`src/rtl/xty_sequencer.sv`:
```
// xty_sequencer: sequences X/Y memory reads and multiply-accumulates to produce the X^T*Y vector
// Ports:
//   clk, reset                 clock and synchronous active-high reset
//   start                      begin a run, accepted only in IDLE; n_samples, n_features,
//                              x_base and y_base are latched on that edge
//   x_addr, x_rd, x_data       X read port (row-major N x D, data valid RD_LAT cycles after x_rd)
//   y_addr, y_rd, y_data       Y read port (y_rd always equals x_rd)
//   res_we, res_addr, res_data one write per feature column j carrying the fixed-point result
//   busy, finished             busy from accept through DONE; finished pulses during DONE
// Optional: define XTY_SAT_EN to saturate out-of-range results instead of truncating them.
module xty_sequencer #(
    parameter int DATA_W = 32,
    parameter int FRAC   = 16,
    parameter int ADDR_W = 10,
    parameter int ACC_W  = 72,
    parameter int RD_LAT = 1
) (
    input  logic              clk,
    input  logic              reset,
    input  logic              start,
    input  logic [ADDR_W-1:0] n_samples,
    input  logic [ADDR_W-1:0] n_features,
    input  logic [ADDR_W-1:0] x_base,
    input  logic [ADDR_W-1:0] y_base,
    output logic [ADDR_W-1:0] x_addr,
    output logic              x_rd,
    input  logic [DATA_W-1:0] x_data,
    output logic [ADDR_W-1:0] y_addr,
    output logic              y_rd,
    input  logic [DATA_W-1:0] y_data,
    output logic              res_we,
    output logic [ADDR_W-1:0] res_addr,
    output logic [DATA_W-1:0] res_data,
    output logic              busy,
    output logic              finished
);
    localparam logic [2:0] IDLE  = 3'd0;
    localparam logic [2:0] LOAD  = 3'd1;
    localparam logic [2:0] ISSUE = 3'd2;
    localparam logic [2:0] DRAIN = 3'd3;
    localparam logic [2:0] WRITE = 3'd4;
    localparam logic [2:0] DONE  = 3'd5;

    logic [2:0]               state;
    logic [ADDR_W-1:0]        n_r, d_r, xb_r, yb_r, i, j;
    logic [RD_LAT-1:0]        vld;
    logic signed [ACC_W-1:0]  acc;
    logic signed [2*DATA_W-1:0] prod;

    assign prod     = $signed(x_data) * $signed(y_data);
    assign x_rd     = state == ISSUE;
    assign y_rd     = x_rd;
    assign res_we   = state == WRITE;
    assign res_addr = j;
    assign busy     = state != IDLE;
    assign finished = state == DONE;

`ifdef XTY_SAT_EN
    // Bits above the result's sign bit must all match it, otherwise the value is out of range.
    logic [ACC_W-FRAC-DATA_W:0] hi;
    assign hi = acc[ACC_W-1:FRAC+DATA_W-1];
    always_comb
        res_data = (&hi || ~|hi) ? acc[FRAC+DATA_W-1:FRAC]
                 : acc[ACC_W-1] ? {1'b1, {(DATA_W-1){1'b0}}} : {1'b0, {(DATA_W-1){1'b1}}};
`else
    assign res_data = acc[FRAC+DATA_W-1:FRAC];
`endif

    always_ff @(posedge clk) begin
        if (reset) begin
            state  <= IDLE;
            n_r    <= '0;
            d_r    <= '0;
            xb_r   <= '0;
            yb_r   <= '0;
            i      <= '0;
            j      <= '0;
            x_addr <= '0;
            y_addr <= '0;
            vld    <= '0;
            acc    <= '0;
        end else begin
            // vld tags the cycle on which each issued read returns its data
            vld <= (vld << 1) | RD_LAT'(x_rd);
            if (vld[RD_LAT-1])
                acc <= acc + {{(ACC_W-2*DATA_W){prod[2*DATA_W-1]}}, prod};
            case (state)
                IDLE: if (start) begin
                    n_r   <= n_samples;
                    d_r   <= n_features;
                    xb_r  <= x_base;
                    yb_r  <= y_base;
                    j     <= '0;
                    state <= LOAD;
                end
                LOAD: begin
                    i      <= '0;
                    x_addr <= xb_r + j;
                    y_addr <= yb_r;
                    acc    <= '0;
                    state  <= d_r == '0 ? DONE : n_r == '0 ? WRITE : ISSUE;
                end
                ISSUE: begin
                    // stepping by D walks down column j of the row-major X
                    x_addr <= x_addr + d_r;
                    y_addr <= y_addr + ADDR_W'(1);
                    i      <= i + ADDR_W'(1);
                    if (i == n_r - ADDR_W'(1)) begin
                        i     <= '0;
                        state <= DRAIN;
                    end
                end
                DRAIN: begin
                    i <= i + ADDR_W'(1);
                    if (i == ADDR_W'(RD_LAT - 1))
                        state <= WRITE;
                end
                WRITE: if (j == d_r - ADDR_W'(1))
                    state <= DONE;
                else begin
                    j     <= j + ADDR_W'(1);
                    state <= LOAD;
                end
                DONE:    state <= IDLE;
                default: state <= IDLE;
            endcase
        end
    end
endmodule

```
`config.mk`:
```
export PLATFORM = sky130hd
export DESIGN_NAME = xty_sequencer
export DESIGN_NICKNAME = d
export VERILOG_FILES = /design/src/rtl/xty_sequencer.sv
export SDC_FILE = /design/constraint.sdc
export NUM_CORES = 2
export LEC_CHECK = 0
export CORE_MARGIN = 2
export CORE_UTILIZATION = 50
export CTS_BUF_LIST = sky130_fd_sc_hd__clkbuf_8
export CTS_CLUSTER_DIAMETER = 150
export DETAILED_ROUTE_END_ITERATION = 6
export PLACE_DENSITY = 0.79
export SYNTH_ARGS = -nofsm -noshare
export SYNTH_HDL_FRONTEND = slang
export SYNTH_SLANG_ARGS = --single-unit
```
`constraint.sdc`:
```
create_clock -name clk -period 15.23 [get_ports clk]
set_input_delay 3.046 -clock clk [delete_from_list [all_inputs] [get_ports clk]]
set_output_delay 3.046 -clock clk [all_outputs]
set_load 0.01 [all_outputs]
```
==> results.toml <==
[outcome]
outcome = "finished, final reports clean"

[setup_path]
slowest_stage = "clkdlybuf4s50_1"
critPathTopFamily = "adder cells"
r2r_end = "acc[42]$_SDFFE_PP0P_"
rr_worst_depth = 13
slowest_delay_ns = 1.05
end_kind = "flip-flop"
rrSetupSlack_ns = 11.51
crit_top_cell = "fa_1"
cp-start-kind = "primary input"
path_depth = 35
required_ns = 15.60
cp_max_fo = 32
r2r-start = "acc[0]$_SDFFE_PP0P_"
path_buf_inv = 5
crit_type = "in2reg"
critical_path_arrival_ns = 13.38

[floorplanning]
core_um2 = 75800
die_x_um = 281
dieArea_um2 = 78800
start_util_pct = 50.5
ios = 174
die_h_um = 281
std_cell_rows = 101

[worst_hold_path]
whs_endpoint = "yb_r[2]$_SDFFE_PP0P_"
hold_path.startpoint = "yb_r[2]$_SDFFE_PP0P_"
hp-class = "reg2reg"
holdPathStages = 2

[sta]
rsz0062_at_grt = "false"
tightest_slew_ns = 1.22
report.final.slew_viol_count = 0
finalCritPeriodShare_pct = 85.4
fin_setup_tns_ns = 0
finalHoldViolCount = 0
clock_skew_ns = 0.0230
clock.fmax_mhz = 76.9
min_period_ns = 13.01
relSlewSlack_pct = 18.1
setup_viol = 0

[clock_tree]
htree_levels = 4
clockBufferDepth = 2
clock_latency_ns = 0.48
ctsRootBufferMaster = "clkbuf_8"
cts_setup_buffers = 0
cts_hold_buf = 0
cts_resized = 0
numCtsBuffers = 17
clkTransAtPathRegs_ns = 0.08
cts_tree = "yes"
cts.sinks = 132

[synth]
netlist.area_leader.share_pct = 44.0
synth_area_um2 = 38300
yosysUniqueCellTypes = 76
netlist_top_cells_area = "fa_1, inv_1, and2_1, ha_1, dfxtp_1"
synth_fp_nets = 5517
synth.avg_cell_area_um2 = 8.85
synth_edf_count = 0
synth-seq-cells = 132
synthArstFlopShare_pct = 0
synth_top_area_cell = "fa_1"
ys.flop_type = "dfxtp_1"
ys_seq_area_share_pct = 6.90
synthCells = 4325
synth_warnings = 0

[route]
drc_errors = 0
wire_per_inst_um = 18.0
drt_iter0_markers = 2006
drt_pass1_iterations = 7
final_antenna_net_count = 0
via_per_inst = 5.47
routed_wl_um = 95300
vias = 29000

[grt]
grt_usage_pct = 25.4
antenna_found_initial = 0
grt_pass1_vias = 31200
grt_max_degree = 46
grt_pass1_wl_um = 159000
overflow = 0

[placed_design]
globalplace.congestion = 0.905
dp_hpwl_um = 79700
port-buffer-count = 173

[finish]
final.fill_count = 6650
area_growth_pct = 6.99
final_common_cell = "inv_1"
drive_gt1_share_pct = 2.54
fin_nets = 5507
layout_common_cells = "inv_1, fa_1, nand2_1"
n_antenna_cell = 0

[run]
maxCapViolCount = 0
## tightest hold or removal path, stage by stage (launching register included)
cell     delay, ns
dfxtp_1       0.32
nand2_1       0.05
a21oi_1       0.05
## area by class of cell
type	instances	area, µm²	area share [%]
inverter	850	3190	7.79
sequential	132	2640	6.46
clock buffer	17	234	0.571
clock inverter	15	180	0.440
tap	978	1220	2.99
multi-input combinational	3089	31400	76.6
timing repair buffer	225	2120	5.17
## per-layer routing
metal,global-route usage (%),up-vias,wire length [µm]
li1,-,12900,-
met1,30.8,14700,35700
met2,44.8,1048,48800
met3,2.99,303,5360
met4,12.8,0,5360
met5,0,-,0
## stage by stage
step	hold WS, ns	cell area [µm²]	util (%)	instances	worst slack [ns]
2_1_floorplan	0.433	38300	-	4325	3.50
5_1_grt	0.475	41000	54.0	5306	1.73
3_5_place_dp	0.446	40500	53.5	5274	1.84
4_1_cts	0.458	41000	54.0	5306	2.34
6_report	0.459	41000	54.0	5306	2.22
3_3_place_gp	0.444	40500	53.5	5274	1.98
## synthesized netlist by cell type (11+ instances only)
| library cell | number |
|---|---|
| nor3b_1 | 11 |
| nand4_1 | 19 |
| xor2_1 | 51 |
| nand2_1 | 548 |
| and3_1 | 23 |
| o21ai_0 | 67 |
| ha_1 | 243 |
| o21a_1 | 12 |
| a21o_1 | 49 |
| inv_1 | 848 |
| dfxtp_1 | 132 |
| a21oi_1 | 173 |
| clkbuf_1 | 210 |
| nor2_1 | 128 |
| nor2b_1 | 29 |
| a211oi_1 | 15 |
| and2_1 | 501 |
| a31oi_1 | 13 |
| mux2i_1 | 37 |
| o21ai_1 | 12 |
| buf_4 | 33 |
| xnor2_1 | 126 |
| nand3_1 | 24 |
| nand2b_1 | 23 |
| nor3_1 | 24 |
| fa_1 | 842 |
| o21bai_1 | 16 |
## worst max-delay path by stage
stage,slack [ns],to,startpoint
final,2.22,acc[47]$_SDFFE_PP0P_,y_data[2]
after global routing,1.73,acc[47]$_SDFFE_PP0P_,y_data[3]
after CTS,2.34,acc[47]$_SDFFE_PP0P_,y_data[5]
after detailed placement,1.84,acc[47]$_SDFFE_PP0P_,y_data[5]
after global placement,1.98,acc[47]$_SDFFE_PP0P_,y_data[2]
after floorplan,3.50,acc[47]$_SDFFE_PP0P_,x_data[20]
## logic make-up (layout without fill, tap and decap cells)
kind of cell	after synthesis	in the layout	share of synthesized area (%)
buf+inv	1104	1107	11.2
flops	132	132	6.90
simple gates	1356	1356	17.7
fa+ha+maj	1085	1085	52.0
mux	37	37	0.968
compound gates	434	434	7.19
xor+xnor	177	177	4.05
## state kept, by name (all words and copies together) (netlist names)
signal and flops:
res_addr 10, i 10, acc 48, state 3, xb_r 10, yb_r 10
x_addr 10, n_r 10, y_addr 10, vld 1, d_r 10
Power is not shown: default switching activity piles up to over one toggle a cycle in this logic, so the estimate is an artifact.
